===== config.mk =====
export PLATFORM = sky130hd
export DESIGN_NAME = id_pipe
export DESIGN_NICKNAME = d
export VERILOG_FILES = /design/src/rtl/id_pipe.sv
export SDC_FILE = /design/constraint.sdc
export NUM_CORES = 1
export LEC_CHECK = 0
export ABC_AREA = 0
export CORE_AREA = 2 2 151 139
export DETAILED_ROUTE_END_ITERATION = 8
export DIE_AREA = 0 0 153 141
export GPL_TIMING_DRIVEN = 0
export PLACE_DENSITY = 0.77
export SLEW_MARGIN = 15
export SYNTH_ARGS = -nofsm -noshare
export SYNTH_HDL_FRONTEND = slang
export SYNTH_SLANG_ARGS = --single-unit
export TNS_END_PERCENT = 20

===== constraint.sdc =====
create_clock -name clk -period 3.4 [get_ports clk]
set_clock_uncertainty 0.05 [all_clocks]
set_input_delay 0.85 -clock clk [delete_from_list [all_inputs] [get_ports clk]]
set_output_delay 0.85 -clock clk [all_outputs]
set_load 0.03 [all_outputs]

===== src/rtl/id_pipe.sv =====
// Pipelined MIPS32-subset decode: IF/ID slot, operand forwarding, ID/EX register with valid/ready.
// Define ID_PIPE_LOAD_INTERLOCK_EN to hold decode while a matching forwarding source is an unfinished load.
module id_pipe #(
  parameter int DATA_W  = 32,
  parameter int ADDR_W  = 32,
  parameter int REG_AW  = 5,
  parameter int NUM_FWD = 2
) (
  input  logic                        clk,
  input  logic                        rst,
  input  logic                        if_valid_i,
  input  logic [ADDR_W-1:0]           if_pc_i,
  input  logic [31:0]                 if_inst_i,
  output logic                        if_ready_o,
  input  logic                        flush_i,
  output logic                        reg1_read_o,
  output logic                        reg2_read_o,
  output logic [REG_AW-1:0]           reg1_addr_o,
  output logic [REG_AW-1:0]           reg2_addr_o,
  input  logic [DATA_W-1:0]           reg1_data_i,
  input  logic [DATA_W-1:0]           reg2_data_i,
  input  logic [NUM_FWD-1:0]          fwd_wreg_i,
  input  logic [NUM_FWD*REG_AW-1:0]   fwd_waddr_i,
  input  logic [NUM_FWD*DATA_W-1:0]   fwd_wdata_i,
  input  logic [NUM_FWD-1:0]          fwd_load_i,
  input  logic                        ex_ready_i,
  output logic                        ex_valid_o,
  output logic [ADDR_W-1:0]           ex_pc_o,
  output logic [2:0]                  alusel_o,
  output logic [7:0]                  aluop_o,
  output logic [DATA_W-1:0]           reg1_data_o,
  output logic [DATA_W-1:0]           reg2_data_o,
  output logic [REG_AW-1:0]           waddr_o,
  output logic                        wreg_o,
  output logic                        inst_invalid_o,
  output logic                        stall_o
);

  localparam logic [2:0] SEL_NOP   = 3'd0;
  localparam logic [2:0] SEL_LOGIC = 3'd1;
  localparam logic [2:0] SEL_SHIFT = 3'd2;
  localparam logic [2:0] SEL_MOVE  = 3'd3;

  localparam logic [7:0] OP_NOP  = 8'h00;
  localparam logic [7:0] OP_AND  = 8'h24;
  localparam logic [7:0] OP_OR   = 8'h25;
  localparam logic [7:0] OP_XOR  = 8'h26;
  localparam logic [7:0] OP_NOR  = 8'h27;
  localparam logic [7:0] OP_SLL  = 8'h7C;
  localparam logic [7:0] OP_SRL  = 8'h02;
  localparam logic [7:0] OP_SRA  = 8'h03;
  localparam logic [7:0] OP_MOVZ = 8'h0A;
  localparam logic [7:0] OP_MOVN = 8'h0B;
  localparam logic [7:0] OP_MFHI = 8'h10;
  localparam logic [7:0] OP_MTHI = 8'h11;
  localparam logic [7:0] OP_MFLO = 8'h12;
  localparam logic [7:0] OP_MTLO = 8'h13;

  localparam logic [5:0] OPC_SPECIAL = 6'b000000;
  localparam logic [5:0] OPC_ANDI    = 6'b001100;
  localparam logic [5:0] OPC_ORI     = 6'b001101;
  localparam logic [5:0] OPC_XORI    = 6'b001110;
  localparam logic [5:0] OPC_LUI     = 6'b001111;

  localparam logic [5:0] F_SLL  = 6'b000000;
  localparam logic [5:0] F_SRL  = 6'b000010;
  localparam logic [5:0] F_SRA  = 6'b000011;
  localparam logic [5:0] F_SLLV = 6'b000100;
  localparam logic [5:0] F_SRLV = 6'b000110;
  localparam logic [5:0] F_SRAV = 6'b000111;
  localparam logic [5:0] F_MOVZ = 6'b001010;
  localparam logic [5:0] F_MOVN = 6'b001011;
  localparam logic [5:0] F_SYNC = 6'b001111;
  localparam logic [5:0] F_MFHI = 6'b010000;
  localparam logic [5:0] F_MTHI = 6'b010001;
  localparam logic [5:0] F_MFLO = 6'b010010;
  localparam logic [5:0] F_MTLO = 6'b010011;
  localparam logic [5:0] F_AND  = 6'b100100;
  localparam logic [5:0] F_OR   = 6'b100101;
  localparam logic [5:0] F_XOR  = 6'b100110;
  localparam logic [5:0] F_NOR  = 6'b100111;

  // Stage p0: IF/ID slot
  logic              slot_vld_p0;
  logic [ADDR_W-1:0] slot_pc_p0;
  logic [31:0]       slot_inst_p0;

  logic [5:0]  opc, funct;
  logic [4:0]  rs, rt, rd, sa;
  logic [15:0] imm16;

  assign opc   = slot_inst_p0[31:26];
  assign rs    = slot_inst_p0[25:21];
  assign rt    = slot_inst_p0[20:16];
  assign rd    = slot_inst_p0[15:11];
  assign sa    = slot_inst_p0[10:6];
  assign funct = slot_inst_p0[5:0];
  assign imm16 = slot_inst_p0[15:0];

  logic [2:0]        d_sel;
  logic [7:0]        d_op;
  logic              d_re1, d_re2, d_wreg, d_inv, d_movz, d_movn;
  logic [REG_AW-1:0] d_waddr;
  logic [DATA_W-1:0] d_imm;

  always_comb begin
    d_sel   = SEL_NOP;
    d_op    = OP_NOP;
    d_re1   = 1'b0;
    d_re2   = 1'b0;
    d_wreg  = 1'b0;
    d_waddr = '0;
    d_imm   = '0;
    d_inv   = 1'b1;
    d_movz  = 1'b0;
    d_movn  = 1'b0;
    case (opc)
      OPC_SPECIAL: begin
        case (funct)
          F_AND, F_OR, F_XOR, F_NOR: if (sa == 5'd0) begin
            d_inv = 1'b0; d_sel = SEL_LOGIC; d_re1 = 1'b1; d_re2 = 1'b1;
            d_wreg = 1'b1; d_waddr = REG_AW'(rd);
            case (funct)
              F_AND:   d_op = OP_AND;
              F_OR:    d_op = OP_OR;
              F_XOR:   d_op = OP_XOR;
              default: d_op = OP_NOR;
            endcase
          end
          F_SLL, F_SRL, F_SRA: if (rs == 5'd0) begin
            d_inv = 1'b0; d_sel = SEL_SHIFT; d_re2 = 1'b1; d_imm = DATA_W'(sa);
            d_wreg = 1'b1; d_waddr = REG_AW'(rd);
            d_op = (funct == F_SLL) ? OP_SLL : (funct == F_SRL) ? OP_SRL : OP_SRA;
          end
          F_SLLV, F_SRLV, F_SRAV: if (sa == 5'd0) begin
            d_inv = 1'b0; d_sel = SEL_SHIFT; d_re1 = 1'b1; d_re2 = 1'b1;
            d_wreg = 1'b1; d_waddr = REG_AW'(rd);
            d_op = (funct == F_SLLV) ? OP_SLL : (funct == F_SRLV) ? OP_SRL : OP_SRA;
          end
          F_MOVZ, F_MOVN: if (sa == 5'd0) begin
            d_inv = 1'b0; d_sel = SEL_MOVE; d_re1 = 1'b1; d_re2 = 1'b1;
            d_waddr = REG_AW'(rd);
            d_movz = (funct == F_MOVZ);
            d_movn = (funct == F_MOVN);
            d_op = (funct == F_MOVZ) ? OP_MOVZ : OP_MOVN;
          end
          F_MFHI, F_MFLO: if (rs == 5'd0 && rt == 5'd0 && sa == 5'd0) begin
            d_inv = 1'b0; d_sel = SEL_MOVE; d_wreg = 1'b1; d_waddr = REG_AW'(rd);
            d_op = (funct == F_MFHI) ? OP_MFHI : OP_MFLO;
          end
          F_MTHI, F_MTLO: if (rt == 5'd0 && rd == 5'd0 && sa == 5'd0) begin
            d_inv = 1'b0; d_re1 = 1'b1;
            d_op = (funct == F_MTHI) ? OP_MTHI : OP_MTLO;
          end
          F_SYNC: if (rs == 5'd0 && rt == 5'd0 && rd == 5'd0) d_inv = 1'b0;
          default: ;
        endcase
      end
      OPC_ANDI, OPC_ORI, OPC_XORI: begin
        d_inv = 1'b0; d_sel = SEL_LOGIC; d_re1 = 1'b1; d_imm = DATA_W'(imm16);
        d_wreg = 1'b1; d_waddr = REG_AW'(rt);
        d_op = (opc == OPC_ANDI) ? OP_AND : (opc == OPC_ORI) ? OP_OR : OP_XOR;
      end
      OPC_LUI: if (rs == 5'd0) begin
        d_inv = 1'b0; d_sel = SEL_LOGIC; d_op = OP_OR; d_re1 = 1'b1;
        d_imm = DATA_W'({imm16, 16'h0000});
        d_wreg = 1'b1; d_waddr = REG_AW'(rt);
      end
      default: ;
    endcase
  end

  assign reg1_read_o = slot_vld_p0 & d_re1;
  assign reg2_read_o = slot_vld_p0 & d_re2;
  assign reg1_addr_o = REG_AW'(rs);
  assign reg2_addr_o = REG_AW'(rt);

  // Walk sources oldest to youngest so the lowest matching index ends up winning.
  logic [DATA_W-1:0] opnd [2];
  logic [1:0]        port_ld;

  always_comb begin
    for (int p = 0; p < 2; p++) begin
      logic              re;
      logic [REG_AW-1:0] a;
      re         = (p == 0) ? reg1_read_o : reg2_read_o;
      a          = (p == 0) ? reg1_addr_o : reg2_addr_o;
      opnd[p]    = (p == 0) ? reg1_data_i : reg2_data_i;
      port_ld[p] = 1'b0;
      if (!re) begin
        opnd[p] = d_imm;
      end else if (a == '0) begin
        opnd[p] = '0;
      end else begin
        for (int k = NUM_FWD - 1; k >= 0; k--) begin
          if (fwd_wreg_i[k] && fwd_waddr_i[k*REG_AW +: REG_AW] == a) begin
            opnd[p]    = fwd_wdata_i[k*DATA_W +: DATA_W];
            port_ld[p] = fwd_load_i[k];
          end
        end
      end
    end
  end

  logic hazard;
`ifdef ID_PIPE_LOAD_INTERLOCK_EN
  assign hazard = slot_vld_p0 & (|port_ld);
`else
  logic unused_load;
  assign unused_load = ^{fwd_load_i, port_ld};
  assign hazard = 1'b0;
`endif

  logic d_wreg_res;
  assign d_wreg_res = d_movz ? (opnd[1] == '0) :
                      d_movn ? (opnd[1] != '0) : d_wreg;

  logic vld_p1;
  logic advance;
  assign advance    = slot_vld_p0 & ~hazard & (~vld_p1 | ex_ready_i);
  assign if_ready_o = ~rst & (~slot_vld_p0 | advance);
  assign stall_o    = hazard;

  always_ff @(posedge clk) begin
    if (rst)                          slot_vld_p0 <= 1'b0;
    else if (flush_i)                 slot_vld_p0 <= 1'b0;
    else if (if_valid_i && if_ready_o) slot_vld_p0 <= 1'b1;
    else if (advance)                 slot_vld_p0 <= 1'b0;
  end

  always_ff @(posedge clk) begin
    if (if_valid_i && if_ready_o) begin
      slot_pc_p0   <= if_pc_i;
      slot_inst_p0 <= if_inst_i;
    end
  end

  // Stage p1: ID/EX register
  logic [ADDR_W-1:0] pc_p1;
  logic [2:0]        sel_p1;
  logic [7:0]        op_p1;
  logic [DATA_W-1:0] op1_p1, op2_p1;
  logic [REG_AW-1:0] waddr_p1;
  logic              wreg_p1, inv_p1;

  always_ff @(posedge clk) begin
    if (rst) begin
      vld_p1   <= 1'b0;
      pc_p1    <= '0;
      sel_p1   <= '0;
      op_p1    <= '0;
      op1_p1   <= '0;
      op2_p1   <= '0;
      waddr_p1 <= '0;
      wreg_p1  <= 1'b0;
      inv_p1   <= 1'b0;
    end else if (flush_i) begin
      vld_p1 <= 1'b0;
    end else if (advance) begin
      vld_p1   <= 1'b1;
      pc_p1    <= slot_pc_p0;
      sel_p1   <= d_sel;
      op_p1    <= d_op;
      op1_p1   <= opnd[0];
      op2_p1   <= opnd[1];
      waddr_p1 <= d_waddr;
      wreg_p1  <= d_wreg_res;
      inv_p1   <= d_inv;
    end else if (ex_ready_i) begin
      vld_p1 <= 1'b0;
    end
  end

  assign ex_valid_o     = vld_p1;
  assign ex_pc_o        = pc_p1;
  assign alusel_o       = sel_p1;
  assign aluop_o        = op_p1;
  assign reg1_data_o    = op1_p1;
  assign reg2_data_o    = op2_p1;
  assign waddr_o        = waddr_p1;
  assign wreg_o         = wreg_p1;
  assign inst_invalid_o = inv_p1;

endmodule


==> results.ini, run 1 <==
[synthesis]
yosysWarnings = 0
ys_seq_area_share_pct = 48.3
ys_async_sr_fraction_pct = 0
synth_area_mm2 = 0.00866
netlist-cell-type-count = 59
ys_ff_latch = 177
synth-edff-count = 64
ys.flop_type = dfxtp_1
synthCells = 981
syn_area_per_cell_um2 = 8.83

[cts]
numCtsBuffers = 17
cts_buffer_depth = 2
cts-root-buf = clkbuf_16
clk_latency_ns = 0.43
htree_levels = 4
cts_tree = built
cts_hold_buf = 0
cts_sinks = 177
clkSlewWorstSetupHoldPaths_ns = 0.07

[pwr]
ir_drop_mv = 0.294
power_leakage_nw = 4.47
power_density_mw_per_mm2 = 390

[global_route]
antenna_found_initial = 1
globalRouteOverflowTotal = 0
grt_pass1_wl_mm = 54.8
grt_max_degree = 52
grtUsageTotal_pct = 33.1
grt_pass1_vias = 9219

[finish]
finalNonFillerCells = 1628
drive_above_1_share_pct = 9.80
fin_area_mm2 = 0.0133
fin_util_pct = 65.8
diodes = 0
area_growth_pct = 53.5
nets = 1566

[drt]
dr.pass1.iters = 5
drc_errors = 0
routed_via_density = 5.89
wire_per_inst_um = 22.6
drt.antenna.violating_nets = 0
wl_mm = 36.8
routed-via-count = 9591
drtIter0Drc = 995

[floorplan]
die_w_um = 153
core.rowCount = 50
fp.dieH_um = 141
core_mm2 = 0.0202
dieArea_mm2 = 0.0216
ios = 340
initial_utilization_pct = 42.9

[worst_setup_path]
critical_path_class = flop to output pin
crit_fanout = 7
worstSetupStartpoint = slot_inst_p0[23]$_DFFE_PP_
critPathArrivalTime_ns = 2.51
crit_path_end_kind = output pin
startpoint_type = flop
worstReg2RegStart = slot_inst_p0[23]$_DFFE_PP_
required_ns = 2.50

[hold_path]
worstHoldStart = ex_pc_o[24]$_SDFFE_PP0P_
min_path_type = flop to flop

[timing]
min_period_ns = 3.41
fmax_mhz = 293
hold_viol = 0
maxSlewHeadroom_pct = 40.4
setup_ws_ns = -0.0113
tightest_slew_ns = 0.893
setup_violations = 1
drv_slew = 0
rsz0062_at_grt = true
fin_crit_sh_pct = 100
hold_slack_ns = 0.406

[placed_design]
placed_area_mm2 = 0.0124
dp.cells = 1577
dp.final_hpwl_mm = 28.6
place.gp.congestion = 0.977
pre_cts_slack_ns = -0.953
port_buffers = 333

[run]
maxCapViolations = 0

[run_status]
violations = setup timing
status = finished with violations

==> worst paths after layout <==
check	end	slack [ns]	cells past startpoint
max	reg2_read_o	-0.01	5
min	ex_pc_o[24]$_SDFFE_PP0P_	0.41	2
max reg2reg	wreg_o$_SDFFE_PP0P_	0.10	9
min reg2reg	ex_pc_o[24]$_SDFFE_PP0P_	0.41	2
==> critical path: stages (launching register included) <==
cell and delay, ns:
edfxtp_1 0.42, or4_4 0.59, or4b_4 0.57, a21o_4 0.28
inv_4 0.07, buf_6 0.14
==> placed cells by master, fill, tap and decap left out, types with 8 or more instances in the layout <==
master           count
clkbuf_1            53
o2111ai_1           28
clkbuf_16           17
a22oi_1             11
nor2_1              82
a22o_1              10
a21oi_1             89
o21ai_0             29
a221oi_1            22
xnor2_1             12
nand2_1            158
buf_2               12
xor2_1               8
clkdlybuf4s50_1    331
mux2i_1             35
nand4_1             10
edfxtp_1            64
buf_4               38
nand3_1             31
nor3_1              46
dfxtp_1            113
a31oi_1             27
a211oi_1            11
==> registers in the layout, summed over array words and instances (netlist names) <==
register	count
ex_valid_o	1
slot_inst_p0	32
slot_pc_p0	32
wreg_o	1
ex_pc_o	32
slot_vld_p0	1
waddr_o	5
reg1_data_o	32
aluop_o	6
inst_invalid_o	1
alusel_o	2
reg2_data_o	32
==> per-stage QoR <==
| stage | power [W] | TNS, ns |
|---|---|---|
| 6_report | 0.00519 | -0.0113 |
| 3_3_place_gp | 0.00316 | -18.15 |
| 3_5_place_dp | 0.00317 | -22.09 |
| 5_1_grt | 0.00533 | -0.139 |
| 4_1_cts | 0.00516 | -0.0526 |
| 2_1_floorplan | 0.00270 | 0 |
==> what timing repair did <==
action,4_1_cts,5_1_grt
setup endpoints to repair,44,11
pin swaps,4,6
resized for setup,44,50
buffers inserted,11,13
gates cloned,0,0
==> logic make-up after synthesis <==
group | synth area share, %
mux | 4.16
other cells | 0.0433
flops | 48.3
buf+inv | 5.18
simple gates | 19.4
compound gates | 20.9
xor+xnor | 2.02
==> Yosys cell counts, types with 2 or more instances <==
master | number | area [um2]
nor3_1 | 49 | 245
or2_1 | 4 | 25.0
a31o_2 | 4 | 35.0
edfxtp_1 | 64 | 1920
o21a_1 | 3 | 22.5
inv_1 | 5 | 18.8
o21bai_1 | 2 | 15.0
a31oi_1 | 29 | 181
or4_1 | 6 | 45.0
o2111ai_1 | 28 | 245
a22o_1 | 10 | 87.6
a22oi_1 | 12 | 90.1
a211oi_2 | 2 | 25.0
and3_1 | 2 | 12.5
and2_1 | 2 | 12.5
buf_2 | 5 | 25.0
dfxtp_1 | 113 | 2260
or4_4 | 2 | 22.5
nor4_1 | 8 | 50.1
nand3_1 | 32 | 160
o41ai_1 | 2 | 17.5
buf_1 | 4 | 15.0
o21ai_1 | 4 | 20.0
o31ai_1 | 4 | 30.0
a21oi_1 | 90 | 450
o21ai_0 | 30 | 150
a211oi_1 | 11 | 82.6
a22oi_2 | 2 | 25.0
nor3b_1 | 3 | 22.5
buf_4 | 14 | 105
a311oi_1 | 6 | 52.6
nor2_1 | 82 | 308
a221oi_1 | 22 | 193
xnor2_1 | 12 | 105
nand2b_1 | 4 | 25.0
clkbuf_1 | 73 | 274
nor2b_1 | 4 | 25.0
nand2_1 | 159 | 597
nand4_1 | 10 | 62.6
xor2_1 | 8 | 70.1
o211ai_1 | 2 | 15.0
mux2i_1 | 36 | 360
==> area by class of cell <==
class	instances	area, um2
flip-flops and latches	177	4180
fillers	1698	6910
multi-input cells	704	4180
repair buffers	358	3540
inverters	5	21.3
clock inverters	15	168
well taps	260	325
clock buffers	17	425
plain buffers	92	454
==> routing by layer <==
metal | up-vias | routed length, um | GRT usage (%)
met2 | 583 | 16900 | 53.2
li1 | 4353 | - | -
met5 | - | 0 | 0
met3 | 96 | 3410 | 6.61
met4 | 0 | 1350 | 12.2
met1 | 4559 | 15200 | 44.5
==> power by group <==
part           total (W)  switching [W]  internal [W]
clock network    0.00201       0.000963       0.00105
registers        0.00234      0.0000617       0.00227
logic           0.000845       0.000433      0.000412
No activity file was read; power rests on OpenSTA's default activity.
==> run 2: changes to the inputs <==
--- a/config.mk
+++ b/config.mk
@@ -6,11 +6,11 @@
 export NUM_CORES = 1
 export LEC_CHECK = 0
 export ABC_AREA = 0
-export CORE_AREA = 2 2 151 139
+export CORE_AREA = 2 2 159 145
 export DETAILED_ROUTE_END_ITERATION = 8
-export DIE_AREA = 0 0 153 141
+export DIE_AREA = 0 0 161 147
 export GPL_TIMING_DRIVEN = 0
-export PLACE_DENSITY = 0.77
+export PLACE_DENSITY = 0.73
 export SLEW_MARGIN = 15
 export SYNTH_ARGS = -nofsm -noshare
 export SYNTH_HDL_FRONTEND = slang
==> constraint.sdc (replaced) <==
create_clock -name clk -period 2.9 [get_ports clk]
set_clock_uncertainty 0.05 [all_clocks]
set_input_delay 0.725 -clock clk [delete_from_list [all_inputs] [get_ports clk]]
set_output_delay 0.725 -clock clk [all_outputs]
set_load 0.03 [all_outputs]
==> run 2 against run 1 <==
Effect of this change:
- the flow still finishes with violations (setup timing)
- first-iteration DRC count rose by 6.2%
- core utilization fell by 3.5 points
- die area rose by 9.7%
- clock-buffer cell count did not move
- clock power rose by 15%
- power rose by 17%
- critical path depth rose by 4
- non-clock buffer count rose by 25
- sequential cell count did not move
- hold slack barely moved
==> results.ini, run 2 (synthesis gave the netlist of run 1 again) <==
[run_status]
status = finished with violations
violations = setup timing

[finish]
seq_area_mm2 = 0.00418
layout_commonest_cell = clkdlybuf4s50_1
finalNonFillerCells = 1690
fillers = 1897
diodes = 0
drive_above_1_share_pct = 14.2
multi_input_area_mm2 = 0.00436
area_growth_pct = 59.0
final_cell_mix = clkdlybuf4s50_1, nand2_1, dfxtp_1
nets = 1591

[worst_setup_path]
reg2reg_depth = 9
required_ns = 3.21
crit_chain = or4_4 > or4b_4 > a21o_4 > inv_4 > mux2i_2 > nand4_1 > or4_4 > o21a_1 > a211oi_2
max_stage_delay_ns = 0.59
critPathArrivalTime_ns = 3.56
endpoint = wreg_o$_SDFFE_PP0P_
r2r_slack_ns = -0.35
crit_top_cell = or4_4
cp_slowest_cell = or4_4
crit_path_end_kind = flop
worstReg2RegStart = slot_inst_p0[25]$_DFFE_PP_
critical_path_class = flop to flop
crit_buf_inv = 1
path_delay_family = simple AND/OR/NAND/NOR gates
crit_cells = 9
worstSetupStartpoint = slot_inst_p0[25]$_DFFE_PP_
rr_endpoint = wreg_o$_SDFFE_PP0P_
startpoint_type = flop
crit_fanout = 4

[cts]
cts_buffer_depth = 2
clkSlewWorstSetupHoldPaths_ns = 0.08
cts-root-buf = clkbuf_16
cts_tree = built
htree_levels = 4
cts_sinks = 177
numCtsBuffers = 17
cts_hold_buf = 0
clk_latency_ns = 0.44

[timing]
setup_ws_ns = -0.352
min_period_ns = 3.25
fin_crit_sh_pct = 112
maxSlewHeadroom_pct = 44.8
fmax_mhz = 307
rsz0062_at_grt = true
hold_slack_ns = 0.406
setup_violations = 34
hold_viol = 0
drv_slew = 0
tightest_slew_ns = 0.827

[placed_design]
port_buffers = 333
dp.final_hpwl_mm = 27.7
pre_cts_slack_ns = -1.40
place.gp.congestion = 0.981
dp.cells = 1614

[pwr]
ir_drop_mv = 0.333
power_w = 0.00607
power_density_mw_per_mm2 = 441
power_leakage_nw = 4.71

[drt]
dr.pass1.iters = 6
wl_mm = 36.6
drt.antenna.violating_nets = 0
drc_errors = 0
wire_per_inst_um = 21.7
routed-via-count = 9647
routed_via_density = 5.71
drtIter0Drc = 1057

[global_route]
antenna_found_initial = 0
grt_pass1_vias = 9362
grt_pass1_wl_mm = 54.4
grtUsageTotal_pct = 30.2
globalRouteOverflowTotal = 0
grt_max_degree = 55

[floorplan]
ios = 340
core_mm2 = 0.0221
core.rowCount = 52
die_w_um = 161
dieArea_mm2 = 0.0237
fp.dieH_um = 147
initial_utilization_pct = 39.2

[hold_path]
min_path_type = flop to flop

[run]
maxCapViolations = 0

[run 2: area by class of cell]
type                       instances  area share [%]
clock inverter                    15            1.19
buffer                            90            3.62
sequential                       177            30.4
tap                              297            2.70
timing repair buffer             385            27.3
multi-input combinational        704            31.6
inverter                           5           0.154
clock buffer                      17            3.09
[run 2: routing by layer]
metal	up-vias	GRT usage, %	part of all wire [%]
met1	4525	39.9	41
met5	-	0	0
met3	112	8.67	10
met4	0	11.3	4.1
li1	4405	-	-
met2	605	47.3	45
[run 2: worst min-delay path by stage]
stage / from / to / cells after the start
after floorplan: slot_pc_p0[0]$_DFFE_PP_ / ex_pc_o[0]$_SDFFE_PP0P_ / 2
final: ex_pc_o[21]$_SDFFE_PP0P_ / ex_pc_o[21]$_SDFFE_PP0P_ / 2
after detailed placement: reg1_data_o[15]$_SDFFE_PP0P_ / reg1_data_o[15]$_SDFFE_PP0P_ / 2
after global routing: ex_pc_o[28]$_SDFFE_PP0P_ / ex_pc_o[28]$_SDFFE_PP0P_ / 2
after global placement: reg1_data_o[20]$_SDFFE_PP0P_ / reg1_data_o[20]$_SDFFE_PP0P_ / 2
after CTS: reg1_data_o[15]$_SDFFE_PP0P_ / reg1_data_o[15]$_SDFFE_PP0P_ / 2
[run 2: report_power, final]
group	switching, W	total [W]	internal [W]
sequential	0.0000653	0.00273	0.00267
combinational	0.000526	0.00103	0.000507
clock	0.00115	0.00231	0.00116
total	0.00174	0.00607	0.00433
[run 2: repair_timing]
action,in CTS,in global routing
pin swaps,21,14
setup endpoints to repair,67,70
buffers inserted,32,19
resized for setup,100,43
[run 2: through the flow]
stage          area (um2)  util, %  setup TNS (ns)
6_report            13800     62.3           -2.45
5_1_grt             13800     62.3           -5.71
4_1_cts             13500     60.9           -1.58
3_5_place_dp        12400     56.1          -57.07
3_3_place_gp        12400     56.0          -70.70
2_1_floorplan        8670        -          -0.533
[run 2: tightest hold or removal path: stages (launching register included)]
cell and delay, ns:
dfxtp_1 0.31, nand2_1 0.05, a21oi_1 0.05
==> run 3: changes to the inputs <==
==> constraint.sdc (replaced) <==
create_clock -name clk -period 2.9 [get_ports clk]
set_clock_uncertainty 0.05 [all_clocks]
set_input_delay 0.725 -clock clk [delete_from_list [all_inputs] [get_ports clk]]
set_output_delay 0.725 -clock clk [all_outputs]
set_load 0.005 [all_outputs]
==> run 3 against run 2 <==
Effect of this change:
- the flow still finishes with violations (setup timing)
- cell count about the same
- via count increased by 0.34%
- global-route usage increased by 0.94 points
- combinational power decreased by 9%
- power about the same
- wire length increased by 3.2%
- clock power increased by 4%
- clock-buffer cell count unchanged
- critical path type is now input port to flop
- largest power group unchanged
==> results.ini, run 3 (synthesis gave the netlist of run 1 again) <==
[run_status]
status = finished with violations
violations = setup timing

[worst_setup_path]
crit_buf_inv = 3
crit_chain = clkdlybuf4s50_1 > xnor2_2 > nand4_1 > buf_4 > or2_4 > clkbuf_4 > a31oi_1 > a22oi_1 > nand4_1 > or4_4 > o21a_1 > a211oi_2
crit_path_end_kind = flop
critical_path_class = input port to flop
crit_fanout = 10
r2r_slack_ns = -0.34
cp_slowest_cell = or4_4
startpoint_type = input port
max_stage_delay_ns = 0.58
crit_top_cell = nand4_1
critPathArrivalTime_ns = 3.57
required_ns = 3.21
path_delay_family = simple AND/OR/NAND/NOR gates

[timing]
fmax_mhz = 306
hold_viol = 0
rsz0062_at_grt = true
drv_slew = 0
min_period_ns = 3.27
fin_crit_sh_pct = 113
maxSlewHeadroom_pct = 41.3
setup_ws_ns = -0.366
setup_violations = 11
tightest_slew_ns = 0.881

[drt]
routed-via-count = 9680
drc_errors = 0
wl_mm = 37.8
drt.antenna.violating_nets = 0
wire_per_inst_um = 22.4
dr.pass1.iters = 5
drtIter0Drc = 892
routed_via_density = 5.72

[cts]
cts-root-buf = clkbuf_16
cts_buffer_depth = 2
cts_sinks = 177
cts_tree = built
clkSlewWorstSetupHoldPaths_ns = 0.07
numCtsBuffers = 17
clk_latency_ns = 0.44
htree_levels = 4

[floorplan]
fp.dieH_um = 147
core.rowCount = 52
dieArea_mm2 = 0.0237
ios = 340
initial_utilization_pct = 39.2
core_mm2 = 0.0221
die_w_um = 161

[global_route]
grtUsageTotal_pct = 31.2
grt_pass1_vias = 9455
grt_max_degree = 35
antenna_found_initial = 1
globalRouteOverflowTotal = 0
grt_pass1_wl_mm = 56.0

[finish]
drive_above_1_share_pct = 14.1
final_cell_mix = clkdlybuf4s50_1, nand2_1, dfxtp_1
area_growth_pct = 60.3
finalNonFillerCells = 1691
fillers = 1895
layout_commonest_cell = clkdlybuf4s50_1
nets = 1591

[pwr]
power_density_mw_per_mm2 = 437
power_w = 0.00607
swShare_pct = 27.5
ir_drop_mv = 0.347
p_int_w = 0.00441
p_comb_share_pct = 15.5
clock_power_share_pct = 39.4
p_switching_w = 0.00167
power_leakage_nw = 4.70
power_frac_seq_pct = 45.1

[placed_design]
port_buffers = 333
dp.final_hpwl_mm = 28.1
dp.cells = 1614
pre_cts_slack_ns = -1.38
place.gp.congestion = 0.968

[hold_path]
min_path_type = flop to flop

[run]
maxCapViolations = 0

[run 3: routing by layer]
layer,vias up,wire [um],share of wire [%],track usage (%)
li1,4401,-,-,-
met1,4612,15800,42,41.8
met2,568,17000,45,49.0
met3,99,3550,9.4,7.34
met4,0,1430,3.8,12.1
met5,-,0,0,0
[run 3: worst paths after layout]
check,from,end,depth (start not counted)
worst max-delay path,fwd_waddr_i[4],wreg_o$_SDFFE_PP0P_,12
worst min-delay path,ex_pc_o[26]$_SDFFE_PP0P_,ex_pc_o[26]$_SDFFE_PP0P_,2
worst max register to register,slot_inst_p0[4]$_DFFE_PP_,wreg_o$_SDFFE_PP0P_,9
worst min register to register,ex_pc_o[26]$_SDFFE_PP0P_,ex_pc_o[26]$_SDFFE_PP0P_,2
[run 3: repair_timing]
action                     4_1_cts  5_1_grt
hold buffers                     0        0
setup endpoints to repair       66       70
pin swaps                       19       20
cloned                           3        1
setup buffers                   40       10
gates resized for setup        111       49
[run 3: worst register-to-register path, cell delays in order, from the launching register on]
cell and delay (ns):
edfxtp_1 0.63, nor4_2 0.39, or4b_4 0.55, a21o_4 0.26
inv_4 0.08, mux2i_1 0.25, nand4_1 0.16, or4_4 0.47
o21a_1 0.20, a211oi_2 0.14
[run 3: final cells by class]
class / count / area, um2 / area share (%)
Antenna cell: 1 / 2.50 / 0.0180
Buffer: 91 / 544 / 3.92
Clock buffer: 17 / 425 / 3.06
Clock inverter: 15 / 185 / 1.33
Inverter: 5 / 21.3 / 0.153
Multi-Input combinational cell: 704 / 4360 / 31.4
Sequential cell: 177 / 4180 / 30.1
Tap cell: 297 / 372 / 2.68
Timing Repair Buffer: 384 / 3800 / 27.3
[run 3: per-stage QoR]
stage	instance area, um2	util (%)	TNS [ns]	hold slack (ns)
5_1_grt	13900	62.8	-4.89	0.421
2_1_floorplan	8670	-	-0.143	0.398
3_5_place_dp	12400	56.1	-55.34	0.394
6_report	13900	62.8	-1.63	0.404
4_1_cts	13600	61.7	-1.65	0.406
3_3_place_gp	12400	56.0	-72.83	0.388
[run 3: power groups by stage]
stage	combinational, W	sequential [W]	clock [W]
floorplan	0.000317	0.00277	0
finish	0.000940	0.00274	0.00240
global route	0.000992	0.00275	0.00252
detailed placement	0.000841	0.00279	0
CTS	0.000907	0.00273	0.00242
global placement	0.000834	0.00279	0
